### config.mk
export PLATFORM = sky130hd
export DESIGN_NAME = filter_8b_8tap_window
export DESIGN_NICKNAME = d
export VERILOG_FILES = /design/src/rtl/filter_8b_8tap_window.sv
export SDC_FILE = /design/constraint.sdc
export NUM_CORES = 1
export LEC_CHECK = 0
export ABC_CLOCK_PERIOD_IN_PS = 4800
export BUFFER_PORTS_ARGS = -buffer_cell sky130_fd_sc_hd__buf_2
export CAP_MARGIN = 10
export CORE_UTILIZATION = 55
export DETAILED_ROUTE_END_ITERATION = 12
export GPL_TIMING_DRIVEN = 0
export MAX_ROUTING_LAYER = met4
export PLACE_DENSITY = 0.94
export SKIP_LAST_GASP = 1
export SLEW_MARGIN = 30
export SYNTH_ARGS = -nofsm -noshare
export SYNTH_HDL_FRONTEND = slang
export SYNTH_SLANG_ARGS = --single-unit
### constraint.sdc
create_clock -name clk -period 4.8 [get_ports clk]
set_input_delay 0.48 -clock clk [delete_from_list [all_inputs] [get_ports clk]]
set_output_delay 0.48 -clock clk [all_outputs]
set_load 0.03 [all_outputs]
### src/rtl/filter_8b_8tap_window.sv
// 8-deep sample delay line feeding an 8-tap FIR stage as a 64-bit tap vector.
// Valid/ready on both sides, with output decimation by STRIDE and synchronous flush.
module filter_8b_8tap_window #(
  parameter int unsigned STRIDE = 1
) (
  input  logic        clk,
  input  logic        rst_n,
  input  logic        flush,
  input  logic        s_valid,
  output logic        s_ready,
  input  logic [7:0]  s_data,
  output logic        m_valid,
  input  logic        m_ready,
  output logic [63:0] m_window,
  output logic [3:0]  fill_level,
  output logic [15:0] window_count
);

  localparam int unsigned DATA_W = 8;
  localparam int unsigned WIN_W  = 64;
  localparam int unsigned FILL_W = 4;
  localparam int unsigned CNT_W  = 16;
  localparam int unsigned SC_W   = 8;
  localparam logic [FILL_W-1:0] FILL_FULL = FILL_W'(8);
  localparam logic [SC_W-1:0]   SC_LAST   = SC_W'(STRIDE - 1);

  logic [SC_W-1:0]   sc;
  logic [WIN_W-1:0]  win_n;
  logic [FILL_W-1:0] fill_n;
  logic [SC_W-1:0]   sc_n;
  logic [CNT_W-1:0]  cnt_n;
  logic              m_valid_n;
  logic              accept;
  logic              handoff;
  logic              emit;

  // Only combinational path to an output: m_ready (plus reset/flush) to s_ready.
  assign s_ready = rst_n && !flush && (!m_valid || m_ready);
  assign accept  = s_valid && s_ready;
  assign handoff = m_valid && m_ready;

  always_comb begin
    win_n     = m_window;
    fill_n    = fill_level;
    sc_n      = sc;
    cnt_n     = window_count;
    m_valid_n = m_valid;
    emit      = 1'b0;

    if (handoff) begin
      m_valid_n = 1'b0;
      cnt_n     = window_count + CNT_W'(1);
    end

    if (accept) begin
      win_n = {m_window[WIN_W-DATA_W-1:0], s_data};
      if (fill_level == FILL_FULL) begin
        // Stride counts accepts since the last emitted window; emit on wrap.
        if (sc == SC_LAST) begin
          sc_n = '0;
          emit = 1'b1;
        end else begin
          sc_n = sc + SC_W'(1);
        end
      end else if (fill_level == FILL_FULL - FILL_W'(1)) begin
        fill_n = FILL_FULL;
        sc_n   = '0;
        emit   = 1'b1;
      end else begin
        fill_n = fill_level + FILL_W'(1);
      end
    end

    if (emit) begin
      m_valid_n = 1'b1;
    end

    // Flush drops any pending window without counting it as handed off.
    if (flush) begin
      win_n     = '0;
      fill_n    = '0;
      sc_n      = '0;
      m_valid_n = 1'b0;
      cnt_n     = window_count;
    end
  end

  always_ff @(posedge clk) begin
    if (!rst_n) begin
      m_window     <= '0;
      fill_level   <= '0;
      sc           <= '0;
      m_valid      <= 1'b0;
      window_count <= '0;
    end else begin
      m_window     <= win_n;
      fill_level   <= fill_n;
      sc           <= sc_n;
      m_valid      <= m_valid_n;
      window_count <= cnt_n;
    end
  end

endmodule
# Word level (Yosys, flattened, before mapping)
# Cells that the tools add are included.
# W data, S select, Z words.
[totals]
register_bits = 93
out_inout_bits = 86
[op_classes]
n_reduce_logical = 14
addsub = 3
n_bitwise = 3
n_eq_ne = 2
muxes = 10
[op_table]
columns = ["cell", "count"]
rows = [
  ["$mux W8", 3],
  ["$add A16 B1 Y16 const B", 1],
  ["$add A8 B1 Y8 const B", 1],
  ["$logic_not A8 Y1", 1],
  ["$mux W1", 6],
  ["$reduce_and A2 Y1", 3],
  ["$add A4 B1 Y4 const B", 1],
  ["$eq A4 B3 Y1 const B", 1],
  ["$eq A4 B4 Y1 const B", 1],
  ["$logic_and A1 B1 Y1", 4],
  ["$mux W4", 1],
  ["$reduce_bool A2 Y1", 2],
  ["$not A1 Y1", 3],
  ["$logic_not A1 Y1", 2],
  ["$reduce_or A2 Y1", 1],
  ["$logic_or A1 B1 Y1", 1],
]

# Depth between registers and ports, before layout
# Gate-level depths: netlist of the first run.
[depth]
ltp_word = 6
depth_mapped = 7
mapped_depth_nobuf = 6

# Least setup slack after synthesis of the first run
# No wires, ideal clock.
[synth_timing]
path_type = "register to register"
startpoint = "register fill_level[0]"
endpoint = "register sc[2]"
synth_period_minus_slack_ps = 1909
arrival_ps = 1778
required_ps = 4670
stages_incl_launch_ff = 7
slack_ps = 2891
cell_sequence = "dfxtp_1 -> ha_1 -> nand3b_1 -> a2111o_1 -> buf_2 -> o21ai_0 -> a21oi_1"
[synth_between]
elab_chain_cells = 3
elab_cells_between_ends = 5
classes_between = "2 x eq/ne; 1 x mux; 2 x reduce/logical"
[synth_rtl]
columns = ["element", "line", "text"]
rows = [
  ["start, declared", "15", "output logic [3:0] fill_level,"],
  ["start signal, assigned", "97", "fill_level <= fill_n;"],
  ["$eq A4 B4 Y1 / $eq A4 B3 Y1 (equally long branches)", "57, 65", ""],
  ["$reduce_bool A2 Y1 (no line)", "--", ""],
  ["$reduce_and A2 Y1 (no line)", "--", ""],
  ["end signal, assigned", "98", "sc <= sc_n;"],
  ["end, declared", "27", "logic [SC_W-1:0] sc;"],
]
# Several ways; a longest one is shown, not always the timed one.
# A chain may end at the register's enable or synchronous reset.

# Final worst setup path of the first run
[layout_timing]
startpoint = "register fill_level[0]"
endpoint = "register sc[6]"
# The elaborated chain is that of the path after synthesis.

==> impl_metrics.tcl, run 1 <==
set metrics [dict create \
    postCtsResizedCells 0 \
    num-nets-final 584 \
    rsz0062_at_grt "no" \
    grtUsageMet3 0.0676 \
    status "complete, no violations" \
    cp_slowest_cell "a41oi_1" \
    hold_violations 0 \
    die_y_um 83.4 \
    slew_violations 0 \
    postRouteAntennaNets 0 \
    yosys.area_share.simple 0.351 \
    p_comb_frac 0.043 \
    filler_cell_count 513 \
    synth_edf_count 0 \
    p_leak_nw 2.20 \
    clock.fmax_mhz 498 \
    period_share 0.418 \
    gr-usage-met1 0.317 \
    async_reset_ff_frac 0 \
    drtPass1Iterations 5 \
    critPathCaptureType "flop" \
    cts_setup_buffers 0 \
    pwr-share-clk 0.381 \
    slowest_delay_ps 620 \
    clk_latency_ps 370 \
    dieWidth_um 83.4 \
    p_switching_mw 0.356 \
    grt_max_degree 20 \
    cts_tree "done" \
    initial_core_util 0.570 \
    path_cells "inv_1 -> ha_1 -> nand3b_1 -> a41oi_1 -> nand2_1 -> o311ai_1" \
    finalSetupTns_ps 0 \
    yosysSeqAreaShare 0.512 \
    ys_seq_elements 93 \
    multi_input_comb_area_mm2 0.00164 \
    h-tree-depth 3 \
    synthCells 457 \
    pwr_density_cell_mw_per_mm2 306 \
    worstSetupStartpointType "flop" \
    p_total_mw 1.35 \
    crit_type "reg -> reg" \
    path_max_fanout 8 \
    pwr-share-seq 0.576 \
    clock_skew_ps 16.0 \
    synthMuxAreaShare 0.00825 \
    area_delta_synth_final_pct 21.5 \
    synth.avg_cell_area_um2 7.96 \
    hpwl_um 6550 \
    drive_gt1_frac 0.215 \
    grt_pass1_vias 3220 \
    grt-busiest-layer "met2" \
    synth_top_family_by_area "simple AND/OR/NAND/NOR gates" \
    cp_data_required_time_ps 5070 \
    rows 29 \
    post-route-util 0.692 \
    numPortBuffers 98 \
    core-area_mm2 0.00639 \
    drc 0 \
    n_antenna_cell 0 \
    clock_sinks 93 \
    netlist_area_mm2 0.00364 \
    synth-compound-area-share 0.0495 \
    vdd_ir_drop_max_mv 0.202 \
    ios 99 \
    slew_headroom 0.535 \
    instances_no_fill 648 \
    arrival_ps 2280 \
    synth_cell_type_count 38 \
    hp-class "in -> reg" \
    seq_area_mm2 0.00186 \
    synthXorXnorAreaFrac 0.0241 \
    grt_usage 0.270 \
    yosys_warnings 0 \
    synth_adder_area_share 0.0172 \
    cts_made_buffers 9 \
    grt_pass1_wl_um 14700 \
    cts-hold-fix-buffers 0 \
    period_needed_ps 2010 \
    synth-main-ff-cell "dfxtp_1" \
    antenna_found_initial 0 \
    grt.met2_usage 0.442 \
    via_count 3585 \
    cap_violations 0 \
    p_sw_frac 0.263 \
    worst_slew_pin_slew_ps 688 \
    synth_nets 475 \
    overflow 0 \
    cts.clk_slew.worst_paths_ps 100 \
    wire_per_inst_um 13.9 \
    totalWireLength_um 9010 \
    die_area_mm2 0.00695 \
    place_congestion 0.906 \
    dr.first_iter.drc_count 165 \
    via_per_inst 5.53 \
    cts_max_path_buffers 2 \
    p_int_mw 0.995 \
    dp_cells 632 \
    setup_violations 0 \
    root_buffer "clkbuf_8" \
]
-- power groups by stage --
| stage | registers (mW) | clock network, mW | logic (mW) |
|---|---|---|---|
| after floorplan | 0.802 | 0 | 0.0292 |
| after global placement | 0.795 | 0 | 0.0566 |
| after detailed placement | 0.796 | 0 | 0.0575 |
| after CTS | 0.778 | 0.522 | 0.0578 |
| after global routing | 0.778 | 0.553 | 0.0636 |
| final | 0.778 | 0.515 | 0.0583 |
-- worst max-delay path, delay by kind of cell (launching register included) --
kind,cells,cell delay (ps)
AOI/OAI and AO/OA,2,920
adders and majority gates,1,140
buffers and inverters,1,90
DFF,1,360
and+or+nand+nor,2,410
-- path summary, 6_finish.rpt --
check                                   start            to  slack, ps  depth (start not counted)
worst min register to register   m_window[57]  m_window[57]        460                          2
worst min-delay path                s_data[6]   m_window[6]        290                          3
worst max-delay path            fill_level[0]         sc[6]       2790                          6
worst max register to register  fill_level[0]         sc[6]       2790                          6
-- logic make-up after synthesis --
family / Yosys count
AO/OA/AOI/OAI: 29
XOR/XNOR: 10
adder cells (fa/ha/maj): 5
buffers and inverters: 36
flip-flops: 93
multiplexers: 3
AND/OR/NAND/NOR: 281
-- final cells by class --
cell class | instances | area share
Timing Repair Buffer | 98 | 0.111
Buffer | 26 | 0.0235
Inverter | 10 | 0.00849
Clock buffer | 9 | 0.0280
Multi-Input combinational cell | 328 | 0.370
Sequential cell | 93 | 0.421
Clock inverter | 7 | 0.0159
Tap cell | 77 | 0.0218
-- flip-flops by register name (all words and copies together) (netlist names) --
register and flops:
window_count 16, m_valid 1, sc 8, m_window 64, fill_level 4
-- layout by cell type, fill, tap and decap left out, types with 4 or more instances in the layout --
cell type	n
inv_1	10
or3_1	6
nand4_1	7
a21oi_1	10
nand2_1	142
buf_2	103
o21ai_0	8
inv_8	4
dfxtp_1	93
nor2_1	20
clkbuf_1	7
xnor2_1	7
clkbuf_8	9
ha_1	5
nand3_1	82
buf_1	14
nor3_1	7
-- layer usage --
metal	routed length, um	vias to the layer above	share of wire
met4	189	0	0.021
met1	3750	1662	0.42
met5	0	-	0
li1	-	1747	-
met3	686	21	0.076
met2	4390	155	0.49
-- per-stage QoR --
step	hold WS (ps)	setup slack (ps)	area, um2
floorplan	477	2890	3640
global placement	438	2590	4230
detailed placement	443	2610	4230
CTS	278	2820	4420
global route	283	2660	4420
finish	288	2790	4420
-- Yosys cell counts, drive strengths merged (3+ instances only) --
| master | n | area (um2) |
|---|---|---|
| inv | 10 | 37.5 |
| nand4 | 8 | 56.3 |
| clkbuf | 7 | 26.3 |
| a21oi | 10 | 50.1 |
| nand3b | 3 | 35.0 |
| nor2 | 20 | 75.1 |
| dfxtp | 93 | 1860 |
| nand2 | 142 | 533 |
| ha | 5 | 62.6 |
| o21ai | 8 | 40.0 |
| buf | 19 | 77.6 |
| nand3 | 82 | 410 |
| nand2b | 3 | 18.8 |
| mux2i | 3 | 30.0 |
| nor3 | 7 | 35.0 |
| or3 | 6 | 37.5 |
| xor2 | 3 | 26.3 |
| xnor2 | 7 | 61.3 |
(Power assumes the default switching activity.)
==> run 2: changes to the inputs <==
--- a/config.mk
+++ b/config.mk
@@ -5,14 +5,15 @@
 export SDC_FILE = /design/constraint.sdc
 export NUM_CORES = 1
 export LEC_CHECK = 0
-export ABC_CLOCK_PERIOD_IN_PS = 4800
+export ABC_AREA = 1
+export ABC_CLOCK_PERIOD_IN_PS = 1900
 export BUFFER_PORTS_ARGS = -buffer_cell sky130_fd_sc_hd__buf_2
 export CAP_MARGIN = 10
-export CORE_UTILIZATION = 55
+export CORE_UTILIZATION = 52
 export DETAILED_ROUTE_END_ITERATION = 12
 export GPL_TIMING_DRIVEN = 0
 export MAX_ROUTING_LAYER = met4
-export PLACE_DENSITY = 0.94
+export PLACE_DENSITY = 0.9
 export SKIP_LAST_GASP = 1
 export SLEW_MARGIN = 30
 export SYNTH_ARGS = -nofsm -noshare
==> constraint.sdc (replaced) <==
create_clock -name clk -period 1.9 [get_ports clk]
set_input_delay 0.19 -clock clk [delete_from_list [all_inputs] [get_ports clk]]
set_output_delay 0.19 -clock clk [all_outputs]
set_load 0.03 [all_outputs]
==> run 2 against run 1 <==
Global-route usage shrank 2.1 points. Die area grew 7.5%. Register-to-register slack worse by 2600 ps. Highest routed layer unchanged.
==> impl_metrics.tcl, run 2 <==
set metrics [dict create \
    antenna_found_initial 0 \
    n_antenna_cell 0 \
    totalWireLength_um 8700 \
    reg_top3 "m_window: 64 flops, window_count: 16 flops, sc: 8 flops" \
    p_leak_nw 2.15 \
    endpoint "sc[0]" \
    crit_type "reg -> reg" \
    arrival_ps 1980 \
    worst-r2r-cell-count 9 \
    postRouteAntennaNets 0 \
    hold_start "s_data[0]" \
    dpl-instance-area_mm2 0.00432 \
    clock_skew_ps 14.1 \
    synth_most_common_cell "nand2_1" \
    yosysSeqAreaShare 0.502 \
    yosysTopAreaCell "dfxtp_1" \
    synth-main-ff-cell "dfxtp_1" \
    cts_made_buffers 9 \
    worst_r2r_startpoint "fill_level[0]" \
    rows 30 \
    hpwl_um 6390 \
    core-area_mm2 0.00683 \
    worst_slew_pin_slew_ps 538 \
    slew_headroom 0.641 \
    worstSetupStartpointType "flop" \
    grt_pass1_wl_um 14200 \
    top_register "m_window" \
    fin_ws_ps 193 \
    h-tree-depth 3 \
    rrSetupSlack_ps 190 \
    clock.fmax_mhz 586 \
    place_congestion 0.884 \
    critPathCaptureType "flop" \
    drc 0 \
    dr.first_iter.drc_count 191 \
    period_share 0.898 \
    grt_max_degree 19 \
    cts.clk_slew.worst_paths_ps 100 \
    cts_setup_buffers 0 \
    final_cell_mix "119 x nand2_1, 104 x buf_2, 93 x dfxtp_1" \
    root_buffer "clkbuf_8" \
    num-nets-final 622 \
    yosys.area.top_type_share 0.502 \
    post-route-util 0.660 \
    synth_area_leaders "dfxtp_1 50%, nand2_1 12%, nand3_1 8.6%, o21ai_0 6.1%, inv_1 5.5%" \
    setup_violations 0 \
    synth_commonest_cells "119 x nand2_1, 93 x dfxtp_1, 64 x nand3_1" \
    r2r-end "sc[0]" \
    cts_tree "done" \
    pwr_density_cell_mw_per_mm2 753 \
    cts-hold-fix-buffers 0 \
    crit_start "fill_level[0]" \
    stdcell_area_mm2 0.00451 \
    period_needed_ps 1710 \
    synth.avg_cell_area_um2 7.49 \
    mostFrequentLayoutCell "nand2_1" \
    clk_latency_ps 370 \
    hold_violations 0 \
    synthCells 495 \
    dp_slack_ps 246 \
    rsz0062_at_grt "no" \
    largest_register_ffs 64 \
    synth_nets 513 \
    status "complete, no violations" \
    grt_usage 0.249 \
    die_area_mm2 0.00747 \
    netlist_area_mm2 0.00371 \
    via_per_inst 5.04 \
    async_reset_ff_frac 0 \
    die_y_um 86.4 \
    drive_gt1_frac 0.212 \
    cap_violations 0 \
    numPortBuffers 98 \
    synth_edf_count 0 \
    synth_cell_type_count 24 \
    drtPass1Iterations 6 \
    via_count 3553 \
    grt_pass1_vias 3110 \
    cts_max_path_buffers 2 \
    ios 99 \
    slew_violations 0 \
    yosys_warnings 0 \
    dieWidth_um 86.4 \
    hp-class "in -> reg" \
    postCtsResizedCells 0 \
    wire_per_inst_um 12.3 \
    overflow 0 \
    vdd_ir_drop_max_mv 0.518 \
    finalSetupTns_ps 0 \
    clock_sinks 93 \
    initial_core_util 0.543 \
    area_delta_synth_final_pct 21.6 \
    cp_data_required_time_ps 2170 \
    ys_seq_elements 93 \
    path_max_fanout 7 \
]
## run 2: changes by cell type in the layout (fill, tap and decap cells not counted), sizes merged, moves of 6 or more
cell and change:
nand3 -17, buf -6, inv +43, or3 -6, nand2 -23, nor2 +22
o21ai +38, a21oi +25
## run 2: how the worst min path moves through the flow
stage | to | slack, ps | cells after the start
floorplan | window_count[0] | 330 | 2
global placement | m_window[61] | 450 | 2
detailed placement | m_window[2] | 450 | 2
CTS | m_window[5] | 80 | 3
global route | m_window[6] | 100 | 3
finish | m_window[0] | 90 | 3
## run 2: per-stage QoR
stage	hold WS, ps	std cells	total power [mW]
CTS	84.1	705	3.42
global route	105	705	3.54
floorplan	328	495	2.12
global placement	446	689	2.18
finish	94.1	705	3.40
detailed placement	454	689	2.18
## run 2: logic make-up (layout without fill, tap and decap cells)
group / after synthesis / after routing / share of synthesized area
buffers and inverters: 77 / 191 / 0.0840
and+or+nand+nor: 235 / 235 / 0.278
xor gates and xnor gates: 3 / 3 / 0.00709
adders and majority gates: 5 / 5 / 0.0169
DFF: 93 / 93 / 0.502
AOI/OAI and AO/OA: 82 / 82 / 0.111
## run 2: power by group
part           switching (mW)  total [mW]  leakage, nW  internal, mW
Combinational           0.124       0.169         1.31        0.0459
Clock                   0.754        1.26       0.0989         0.507
Sequential            0.00677        1.97        0.750          1.96
## run 2: area by class of cell
class	count	area, um2
inverters	56	210
clock inverters	7	67.6
fillers	602	2320
clock buffers	9	124
multi-input cells	325	1530
flip-flops and latches	93	1860
plain buffers	21	101
well taps	96	120
repair buffers	98	490
## run 2: critical path, stage by stage, from the launching register on
cell and delay (ps):
dfxtp_1 350, inv_1 110, ha_1 160, nand2_1 50, nor2_1 270, nor2_1 150
nor2_4 160, inv_1 160, o21ai_1 140, nor2_1 50
## run 2: per-layer routing
layer	vias to the layer above	routed length, um	GRT usage
li1	1816	-	-
met1	1598	3870	0.311
met2	133	4130	0.392
met3	6	608	0.0562
met4	0	91	0.102
met5	-	0	-
